**config.mk**
```make
export PLATFORM = sky130hd
export DESIGN_NAME = sweep_scheduler
export DESIGN_NICKNAME = d
export VERILOG_FILES = /design/src/rtl/sweep_scheduler.sv
export SDC_FILE = /design/constraint.sdc
export NUM_CORES = 1
export LEC_CHECK = 0
export BUFFER_PORTS_ARGS = -buffer_cell sky130_fd_sc_hd__buf_2
export CORE_MARGIN = 10
export CORE_UTILIZATION = 53
export CTS_BUF_LIST = sky130_fd_sc_hd__clkbuf_8
export DETAILED_ROUTE_END_ITERATION = 8
export PLACE_DENSITY = 0.73
export SYNTH_ARGS = -nofsm -noshare
export SYNTH_HDL_FRONTEND = slang
export SYNTH_SLANG_ARGS = --single-unit
```
**constraint.sdc**
```tcl
create_clock -name clk -period 3.8 [get_ports clk]
set_input_delay 0.76 -clock clk [delete_from_list [all_inputs] [get_ports clk]]
set_output_delay 0.76 -clock clk [all_outputs]
set_load 0.02 [all_outputs]
```
**src/rtl/sweep_scheduler.sv**
```systemverilog
// sweep_scheduler: DDS tuning-word sweep sequencer (IDLE/LOAD/DWELL/DONE).
// Define SWEEP_PINGPONG_EN to make the sweep run back down after reaching the top word.
module sweep_scheduler #(
    parameter int DWELL_W = 24
) (
    input  logic               clk,
    input  logic               rst,
    input  logic               start,
    input  logic               abort,
    input  logic [31:0]        m_start,
    input  logic [31:0]        m_step,
    input  logic [15:0]        n_steps,
    input  logic [DWELL_W-1:0] dwell,
    output logic [31:0]        m,
    output logic               set,
    output logic               en,
    output logic               busy,
    output logic               done
);
    typedef enum logic [1:0] {IDLE, LOAD, DWELL, DONE} state_t;
    state_t             state_q, state_d;
    logic [31:0]        m_q, m_d, step_q, step_d;
    logic [15:0]        n_q, n_d, cnt_q, cnt_d;
    logic [DWELL_W-1:0] dw_q, dw_d, dcnt_q, dcnt_d;
    logic               en_q, en_d;
`ifdef SWEEP_PINGPONG_EN
    logic               down_q, down_d;
`endif
    always_ff @(posedge clk) begin
        if (rst) begin
            state_q <= IDLE;
            m_q     <= '0;
            step_q  <= '0;
            n_q     <= '0;
            cnt_q   <= '0;
            dw_q    <= '0;
            dcnt_q  <= '0;
            en_q    <= 1'b0;
`ifdef SWEEP_PINGPONG_EN
            down_q  <= 1'b0;
`endif
        end else begin
            state_q <= state_d;
            m_q     <= m_d;
            step_q  <= step_d;
            n_q     <= n_d;
            cnt_q   <= cnt_d;
            dw_q    <= dw_d;
            dcnt_q  <= dcnt_d;
            en_q    <= en_d;
`ifdef SWEEP_PINGPONG_EN
            down_q  <= down_d;
`endif
        end
    end
    always_comb begin
        state_d = state_q;
        m_d     = m_q;
        step_d  = step_q;
        n_d     = n_q;
        cnt_d   = cnt_q;
        dw_d    = dw_q;
        dcnt_d  = dcnt_q;
        en_d    = en_q;
`ifdef SWEEP_PINGPONG_EN
        down_d  = down_q;
`endif
        if (abort && state_q != IDLE) begin
            state_d = IDLE;
            en_d    = 1'b0;
        end else begin
            unique case (state_q)
                IDLE: begin
                    if (abort) begin
                        en_d = 1'b0;
                    end else if (start) begin
                        step_d  = m_step;
                        n_d     = n_steps;
                        dw_d    = (dwell == '0) ? DWELL_W'(1) : dwell;
                        m_d     = m_start;
                        cnt_d   = '0;
                        en_d    = 1'b1;
`ifdef SWEEP_PINGPONG_EN
                        down_d  = 1'b0;
`endif
                        state_d = LOAD;
                    end
                end
                LOAD: begin
                    en_d    = 1'b1;
                    dcnt_d  = dw_q - DWELL_W'(1);
                    state_d = DWELL;
                end
                DWELL: begin
                    if (dcnt_q != '0) begin
                        dcnt_d = dcnt_q - DWELL_W'(1);
`ifdef SWEEP_PINGPONG_EN
                    end else if (!down_q && cnt_q == n_q && n_q != '0) begin
                        // top reached: count back down, reusing cnt as the down-step index
                        down_d  = 1'b1;
                        cnt_d   = 16'd1;
                        m_d     = m_q - step_q;
                        state_d = LOAD;
                    end else if (cnt_q == n_q) begin
                        state_d = DONE;
                    end else begin
                        m_d     = down_q ? m_q - step_q : m_q + step_q;
                        cnt_d   = cnt_q + 16'd1;
                        state_d = LOAD;
                    end
`else
                    end else if (cnt_q == n_q) begin
                        state_d = DONE;
                    end else begin
                        m_d     = m_q + step_q;
                        cnt_d   = cnt_q + 16'd1;
                        state_d = LOAD;
                    end
`endif
                end
                DONE: state_d = IDLE;
            endcase
        end
    end
    assign m    = m_q;
    assign en   = en_q;
    assign set  = (state_q == LOAD);
    assign busy = (state_q != IDLE);
    assign done = (state_q == DONE);
endmodule

```
; Word level (Yosys, flattened, before mapping)
; Index checks and enable logic that the tools add are counted.
[word_totals]
inputBits = 108
output_inout_bits = 36
reg_bits = 147
elab_cells = 59
[classes]
mux = 21
n_eq_ne = 10
addsub = 4
n_reduce_logical = 14
bitwise_logic = 2
[ops]
columns = cell, count
row1 = 32-bit two-way mux, 4
row2 = 16-bit two-way mux, 4
row3 = 32-bit one-hot mux with 2 select lines, 1
row4 = 24-bit two-way mux, 2
row5 = 24-bit one-hot mux with 2 select lines, 1
row6 = 24-bit by 1-bit subtractor with 24-bit output (second input constant), 2
row7 = 32-bit adder, 1
row8 = 16-bit one-hot mux with 2 select lines, 1
row9 = 24-bit zero test, 1
row10 = 24-bit nonzero test, 1
row11 = 16-bit by 1-bit adder with 16-bit output (second input constant), 1
row12 = 16-bit == test, 1
row13 = 2-bit inequality test (second input constant), 5
row14 = 2-bit two-way mux, 4
row15 = 2-bit one-hot mux with 4 select lines, 1
row16 = 2-bit nonzero test, 4
row17 = 3-bit AND reduction, 2
row18 = 6-bit AND reduction, 1
row19 = 2-bit == test (second input constant), 2
row20 = 4-bit AND reduction, 1
row21 = 3-bit inequality test (second input constant), 1
row22 = 2-bit by 1-bit == test with 1-bit output (second input constant), 1
row23 = 2-bit zero test, 1
row24 = 1-bit two-way mux, 2
row25 = other kinds (5), 6

; Logic depth before layout (Yosys ltp)
; Gate-level depths: netlist of the first run.
[logic_depth]
word_depth = 4
ltp_mapped = 14
depth_no_buf = 11

; Least setup slack after synthesis of the first run
; No wires, ideal clock.
[synth_path]
path_type = flip-flop to flip-flop
from = register state_q[0]
to = register dcnt_q[16]
slack_ns = 0.561
n_path_buf = 4
path_stages_with_launch = 15
required_time_ns = 3.672
arrival_ns = 3.111
setup_time_ns = 0.128
synth_period_minus_slack_ns = 3.239
cell_sequence = dfxtp_1 > nand2b_1 > buf_6 > clkbuf_1 > buf_2 > buf_1 > mux2i_1 > ha_1 > o211ai_1 > a2111oi_4 > nand4_1 > o21ai_1 > o211ai_1 > a22oi_1 > nor2_1
[synth_between]
elab_chain_len = 4
word_cells_on_any_way = 9
classes_between = 3 x eq/ne / 1 x mux / 1 x bitwise / 4 x reduce/logical
[synth_rtl]
columns = element, line_no
row1 = start: declaration, 21  ; state_t state_q, state_d;
row2 = start signal: assignment, 43  ; state_q <= state_d;
row3 = branches (longest 4 deep; another with 3-bit AND reduction), -
row4 = end signal: assignment, 49  ; dcnt_q <= dcnt_d;
row5 = end: declaration, 24  ; logic [DWELL_W-1:0] dw_q, dw_d, dcnt_q, dcnt_d;
; Parallel ways; which one is timed is not known.
; A chain may end at the register's enable or synchronous reset.

; Worst setup path in the final report of the first run
[layout_path]
from = register state_q[0]
to = register dcnt_q[17]
; Same word-level chain as after synthesis.

==> flow_summary.rst, run 1 <==
.. list-table::
   :header-rows: 1

   * - Metric
     - Value
   * - Result of the run
     - finished clean
   * - Worst clock skew on the final layout
     - 0.0171 ns
   * - Detailed-placement wirelength estimate
     - 17.0 mm
   * - Max H-tree Level
     - 4
   * - Horiz. Die Dim
     - 147 um
   * - Number of cells traversed by the worst register-to-register path
     - 9
   * - Effective utilization at floorplan
     - 0.540
   * - Flip-flop cell with the highest count after synthesis
     - dfxtp_1
   * - Count of pins on the block boundary
     - 144
   * - Period utilisation layout
     - 0.786
   * - Maximum buffer depth of the clock tree
     - 2
   * - Final net count
     - 1,384
   * - Vias after detailed routing
     - 8,512
   * - Worst endpoint data arrival time
     - 3.29 ns
   * - Post-cts resize count
     - 0
   * - Layout cells sized above 1
     - 0.170
   * - Launch instance of the worst min-delay path
     - step_q[0]$_SDFFE_PP0P_
   * - Placed Cells incl. Taps
     - 1,439
   * - Number of enable flip-flop cells after synthesis
     - 0
   * - Total routed wirelength
     - 24.0 mm
   * - CP max stage delay
     - 0.46 ns
   * - Hold buffers post-CTS
     - 0
   * - Setup repair after global routing missed its margin
     - no
   * - Top cells by area, synth
     - dfxtp_1, nand2_1, a21oi_1
   * - Net Count, Synth
     - 1,280
   * - Post-DRT Antenna Nets
     - 0
   * - Number of endpoints with negative hold slack in the final report
     - 0
   * - Sw Share
     - 0.318
   * - Largest fanout of any net on the critical path
     - 23
   * - Setup Fix Bufs, Post-CTS
     - 0
   * - Instance count of the mapped netlist
     - 1,138
   * - Final sum of negative setup slack
     - 0 ns
   * - Latest clock arrival within the worst-skew pair
     - 0.46 ns
   * - Most common cell after layout, fill and taps aside
     - nand2_1
   * - Sequential power share
     - 0.448
   * - Sinks on the clock net
     - 147
   * - Required time worst endpoint
     - 4.10 ns
   * - Post-synth ARST share
     - 0
   * - Area of the mapped netlist
     - 8550 um^2
   * - Worst setup EP type
     - flop
   * - Most frequent cells in the layout
     - nand2_1, a21oi_1, dfxtp_1
   * - Global-route wire length before repair
     - 39.5 mm
   * - Final GP Congestion
     - 0.939
   * - Maximum capacitance violations
     - 0
   * - Source of the critical timing path
     - state_q[0]$_SDFFE_PP0P_
   * - Internal power component
     - 2.61 mW
   * - Launch point of the worst reg-to-reg path
     - state_q[0]$_SDFFE_PP0P_
   * - Die height
     - 147 um
   * - Final Critical Period
     - 2.99 ns
   * - Power density relative to cell area
     - 390 nW/um^2
   * - Vias per cell
     - 5.79
   * - Via count of the first global-routing pass
     - 7,856
   * - Port-buffer cells
     - 143
   * - Sequential-to-total area share from yosys stat
     - 0.344
   * - Peak clock frequency supported by timing
     - 335 MHz
   * - Combinational cell fraction of total power
     - 0.207
   * - Number of antenna diodes
     - 0
   * - Worst Setup Path Type
     - reg2reg
   * - Buffer type at the clock tree root
     - clkbuf_8
   * - First-pass iteration count of the detailed router
     - 7
   * - Slowest cell on crit path
     - mux2i_1
   * - FP Rows
     - 46
   * - #FFs+latches synth
     - 147
   * - Final max-slew violation count
     - 0
   * - Dpl cell area
     - 9380 um^2
   * - Worst r2r dst
     - dcnt_q[17]$_SDFFE_PP0P_
   * - Worst hold-check slack
     - 0.462 ns
   * - Share of the synthesized area in the top cell type
     - 0.344
   * - Congestion Overflow GR
     - 0
   * - Worst path cell trace
     - nand2b_4 -> buf_4 -> mux2i_1 -> a21boi_1 -> and4_4 -> and2_4 -> mux2_4 -> a21oi_2 -> a211oi_2
   * - Remaining routing DRC violations
     - 0
   * - Class of the tightest hold or removal check
     - reg2reg
   * - Slew at the pin with the worst max-slew slack
     - 0.836 ns
   * - Most area-hungry cell type in the Yosys netlist
     - dfxtp_1
   * - Leakage component of the power
     - 4.17 nW
   * - Max IR drop VDD
     - 0.245 mV
   * - Number of setup violations in the final report
     - 0
   * - Hold Path Sink
     - step_q[0]$_SDFFE_PP0P_
   * - Worst reg2reg setup slack
     - 0.81 ns
   * - Average instance area after synthesis
     - 7.51 um^2
   * - Final routed wire length divided by cell count
     - 16.3 um
   * - Total power of the final layout
     - 3.83 mW
   * - Final standard cell area without fillers
     - 9800 um^2
   * - Total net switching power
     - 1.22 mW
   * - Non-Filler Instances
     - 1,471
   * - Area of the die
     - 21,600 um^2
   * - Area of the placeable core
     - 15,800 um^2
   * - Clock network fraction of total power
     - 0.345
   * - Initial DRC Count
     - 778
   * - Total global routing track utilization
     - 0.217
   * - Maximum number of pins on one net before global-route repair
     - 77
   * - YS warnings
     - 0
   * - Count of distinct cell types in the synthesized netlist
     - 74
   * - Clock transition at the register clock pins on the worst setup and hold paths after CTS
     - 0.08 ns
   * - Tightest slew margin relative to the limit
     - 0.443
   * - Startpoint type of the worst setup path
     - flop
   * - Area Overhead vs Synth
     - 14.7%
   * - Number of antenna violations at the first check in global routing
     - 0
   * - Number of buffers created by CTS
     - 17
   * - CTS tree
     - done
   * - Number of cells on the worst hold path
     - 2
per-stage QoR:
stage / setup slack, ns / util
detailed placement: 0.882 / 0.592
floorplan: 0.561 / -
global placement: 1.00 / 0.592
finish: 0.814 / 0.619
global route: 0.529 / 0.619
CTS: 0.869 / 0.619
sequential cells by signal, summed over array words and instances (netlist names):
name and count:
cnt_q 16, m 32, dw_q 24, step_q 32, state_q 2, dcnt_q 24
n_q 16, en 1
metal layers:
metal / up-vias / wire, um / GRT usage / share of wire
met5: - / 0 / 0 / 0
met4: 0 / 245 / 0.0461 / 0.010
met3: 24 / 1670 / 0.0494 / 0.070
met2: 307 / 10300 / 0.328 / 0.43
met1: 3908 / 11800 / 0.308 / 0.49
li1: 4273 / - / - / -
synth_stat cells (all sizes together) (3+ instances only):
cell / n
clkbuf: 60
a21oi: 150
nor2: 85
a211o: 3
a311oi: 10
o31ai: 6
a31oi: 19
nand4: 14
buf: 11
ha: 33
a211oi: 12
nand2b: 4
o211ai: 17
a21o: 9
xor2: 38
and3: 14
and4: 4
nand3: 19
or3: 8
nor4: 19
inv: 14
nand3b: 9
xnor2: 15
a2111oi: 3
mux2: 6
mux2i: 17
o21ai: 68
a41oi: 3
nor3b: 3
and2: 3
nor3: 30
o21a: 3
o2111ai: 8
dfxtp: 147
nand2: 237
nor2b: 5
worst max-delay path, delay by kind of cell (launching register included):
| kind | cells | cell delay (ns) |
|---|---|---|
| multiplexers | 2 | 0.76 |
| AND/OR/NAND/NOR | 3 | 0.73 |
| AO/OA/AOI/OAI | 3 | 0.62 |
| flip-flops | 1 | 0.41 |
| buffers and inverters | 1 | 0.31 |
area by class of cell:
type,instances,area [um^2]
Clock buffer,18,248
Multi-Input combinational cell,906,5300
Fill cell,1491,6030
Tap cell,216,270
Sequential cell,147,2940
Inverter,14,52.6
Clock inverter,14,176
Timing Repair Buffer,156,816
worst max path at each step:
stage | endpoint | slack [ns] | cells after the start
2_1_floorplan | dcnt_q[16]$_SDFFE_PP0P_ | 0.56 | 14
3_3_place_gp | dcnt_q[16]$_SDFFE_PP0P_ | 1.00 | 11
3_5_place_dp | dcnt_q[17]$_SDFFE_PP0P_ | 0.88 | 9
4_1_cts | dcnt_q[17]$_SDFFE_PP0P_ | 0.87 | 9
5_1_grt | dcnt_q[23]$_SDFFE_PP0P_ | 0.53 | 9
6_report | dcnt_q[17]$_SDFFE_PP0P_ | 0.81 | 9
power by group through the flow:
stage | logic [mW] | clock network [mW] | registers [mW]
2_1_floorplan | 0.531 | 0 | 1.76
3_3_place_gp | 0.774 | 0 | 1.75
3_5_place_dp | 0.784 | 0 | 1.75
4_1_cts | 0.789 | 1.34 | 1.71
5_1_grt | 0.886 | 1.41 | 1.73
6_report | 0.794 | 1.32 | 1.71
cell families (layout without fill, tap and decap cells):
kind of cell    after synthesis  in the layout  synth area share
flops                       147            147             0.344
mux                          23             23            0.0287
buf+inv                      85            202            0.0391
fa+ha+maj                    34             34            0.0506
xor+xnor                     53             53            0.0543
simple gates                461            461             0.244
compound gates              335            335             0.239
Power figures use the tool's default switching activity.
==> run 2: changes to the inputs <==
==> constraint.sdc (replaced) <==
create_clock -name clk -period 3 [get_ports clk]
set_input_delay 0.6 -clock clk [delete_from_list [all_inputs] [get_ports clk]]
set_output_delay 0.6 -clock clk [all_outputs]
set_load 0.02 [all_outputs]
==> flow_summary.rst, run 2 (synthesis results as in run 1) <==
.. list-table::
   :header-rows: 1

   * - Metric
     - Value
   * - Result of the run
     - finished clean
   * - Effective utilization at floorplan
     - 0.540
   * - Layout cells sized above 1
     - 0.176
   * - Area of the placeable core
     - 15,800 um^2
   * - Worst path cell trace
     - ha_1 -> fa_1 -> a211oi_1 -> nor3_1 -> nor2_1 -> o21ai_0 -> a2111oi_1 -> a31o_2 -> a21oi_1 -> a21oi_1
   * - Leakage component of the power
     - 4.24 nW
   * - Number of endpoints with negative hold slack in the final report
     - 0
   * - Number of setup violations in the final report
     - 0
   * - Final GP Congestion
     - 0.893
   * - Power density relative to cell area
     - 491 nW/um^2
   * - Startpoint type of the worst setup path
     - flop
   * - Post-DRT Antenna Nets
     - 0
   * - Clock transition at the register clock pins on the worst setup and hold paths after CTS
     - 0.09 ns
   * - Final max-slew violation count
     - 0
   * - Slowest cell on crit path
     - a2111oi_1
   * - Worst hold-check slack
     - 0.363 ns
   * - Final Critical Period
     - 2.82 ns
   * - Hold Path Sink
     - step_q[10]$_SDFFE_PP0P_
   * - CTS tree
     - done
   * - Latest clock arrival within the worst-skew pair
     - 0.46 ns
   * - Setup repair after global routing missed its margin
     - yes
   * - Congestion Overflow GR
     - 0
   * - Class of the tightest hold or removal check
     - in2reg
   * - Launch point of the worst reg-to-reg path
     - m[0]$_SDFFE_PP0P_
   * - Worst Setup Path Type
     - reg2reg
   * - Max H-tree Level
     - 4
   * - Most frequent cells in the layout
     - nand2_1, a21oi_1, dfxtp_1
   * - Largest fanout of any net on the critical path
     - 5
   * - Number of antenna diodes
     - 0
   * - Final net count
     - 1,393
   * - FP Rows
     - 46
   * - Number of cells on the worst hold path
     - 3
   * - Vias per cell
     - 5.76
   * - Util after Layout
     - 0.627
   * - Maximum capacitance violations
     - 0
   * - Vias after detailed routing
     - 8,520
   * - Hold buffers post-CTS
     - 0
   * - Initial DRC Count
     - 656
   * - Total global routing track utilization
     - 0.219
   * - Number of antenna violations at the first check in global routing
     - 0
   * - Most common cell after layout, fill and taps aside
     - nand2_1
   * - Count of pins on the block boundary
     - 144
   * - Max IR drop VDD
     - 0.291 mV
   * - Maximum buffer depth of the clock tree
     - 2
   * - Number of fillers in the final layout
     - 1,474
   * - Port-buffer cells
     - 143
   * - Global-route wire length before repair
     - 40.0 mm
   * - Tightest slew margin relative to the limit
     - 0.403
   * - Peak clock frequency supported by timing
     - 355 MHz
   * - Horiz. Die Dim
     - 147 um
   * - Worst clock skew on the final layout
     - 0.0129 ns
   * - Number of buffers created by CTS
     - 17
   * - Worst reg2reg setup slack
     - 0.18 ns
   * - Worst r2r dst
     - m[12]$_SDFFE_PP0P_
   * - CP max stage delay
     - 0.49 ns
   * - Final sum of negative setup slack
     - 0 ns
   * - Total routed wirelength
     - 24.4 mm
   * - Maximum number of pins on one net before global-route repair
     - 114
   * - Area of the die
     - 21,600 um^2
   * - Number of cells traversed by the worst register-to-register path
     - 10
   * - Period utilisation layout
     - 0.940
   * - Worst endpoint data arrival time
     - 3.22 ns
   * - Final routed wire length divided by cell count
     - 16.5 um
   * - Most repeated library cell on the critical path
     - a21oi_1
   * - Required time worst endpoint
     - 3.40 ns
   * - Slew at the pin with the worst max-slew slack
     - 0.889 ns
   * - Remaining routing DRC violations
     - 0
   * - Total power of the final layout
     - 4.87 mW
   * - Detailed-placement wirelength estimate
     - 17.1 mm
   * - Area Overhead vs Synth
     - 16.0%
   * - First-pass iteration count of the detailed router
     - 5
   * - Buffer type at the clock tree root
     - clkbuf_8
   * - Sinks on the clock net
     - 147
   * - Worst setup EP type
     - flop
   * - Die height
     - 147 um
   * - Launch instance of the worst min-delay path
     - m_step[10]
   * - Via count of the first global-routing pass
     - 7,991
[run 2: report_power, final]
part / switching (mW) / internal (mW) / leakage (nW)
registers: 0.105 / 2.06 / 1.20
clock network: 0.822 / 0.855 / 0.216
logic: 0.625 / 0.403 / 2.82
total: 1.55 / 3.32 / 4.24
[run 2: stage by stage]
stage	cells	worst slack, ns	cell area, um^2
floorplan	1138	0.0246	8550
global placement	1447	0.200	9480
detailed placement	1447	0.161	9480
CTS	1479	0.110	9900
global route	1480	-0.00674	9920
finish	1480	0.181	9920
[run 2: routing by layer]
| layer | part of all wire | global-route usage |
|---|---|---|
| met1 | 0.45 | 0.284 |
| met2 | 0.48 | 0.363 |
| met3 | 0.058 | 0.0451 |
| met4 | 0.011 | 0.0555 |
| met5 | 0 | 0 |
[run 2: repair_timing]
item / in CTS / in global routing
buffers inserted: 0 / 1
resized for setup: 0 / 3
setup endpoints to repair: 0 / 4
[run 2: worst max-delay path by stage]
stage / endpoint / startpoint / cells after the start / slack (ns)
after floorplan: dcnt_q[16]$_SDFFE_PP0P_ / state_q[0]$_SDFFE_PP0P_ / 14 / 0.02
after global placement: m[30]$_SDFFE_PP0P_ / m[0]$_SDFFE_PP0P_ / 10 / 0.20
after detailed placement: m[30]$_SDFFE_PP0P_ / m[0]$_SDFFE_PP0P_ / 10 / 0.16
after CTS: m[30]$_SDFFE_PP0P_ / m[0]$_SDFFE_PP0P_ / 10 / 0.11
after global routing: dcnt_q[16]$_SDFFE_PP0P_ / state_q[0]$_SDFFE_PP0P_ / 11 / -0.007
final: m[12]$_SDFFE_PP0P_ / m[0]$_SDFFE_PP0P_ / 10 / 0.18
[run 2: worst max-delay path, delay by kind of cell (launching register included)]
family                   cells  cell delay [ns]
AO/OA/AOI/OAI                6             1.46
adder cells (fa/ha/maj)      2             0.67
flip-flops                   1             0.33
AND/OR/NAND/NOR              2             0.32
[run 2: layout make-up]
| cell class | instances | area (um^2) | share of cell area |
|---|---|---|---|
| flip-flops and latches | 147 | 2940 | 0.297 |
| repair buffers | 165 | 921 | 0.0928 |
| multi-input cells | 906 | 5310 | 0.535 |
| clock inverters | 14 | 176 | 0.0178 |
| well taps | 216 | 270 | 0.0272 |
| clock buffers | 18 | 248 | 0.0250 |
| inverters | 14 | 52.6 | 0.00530 |
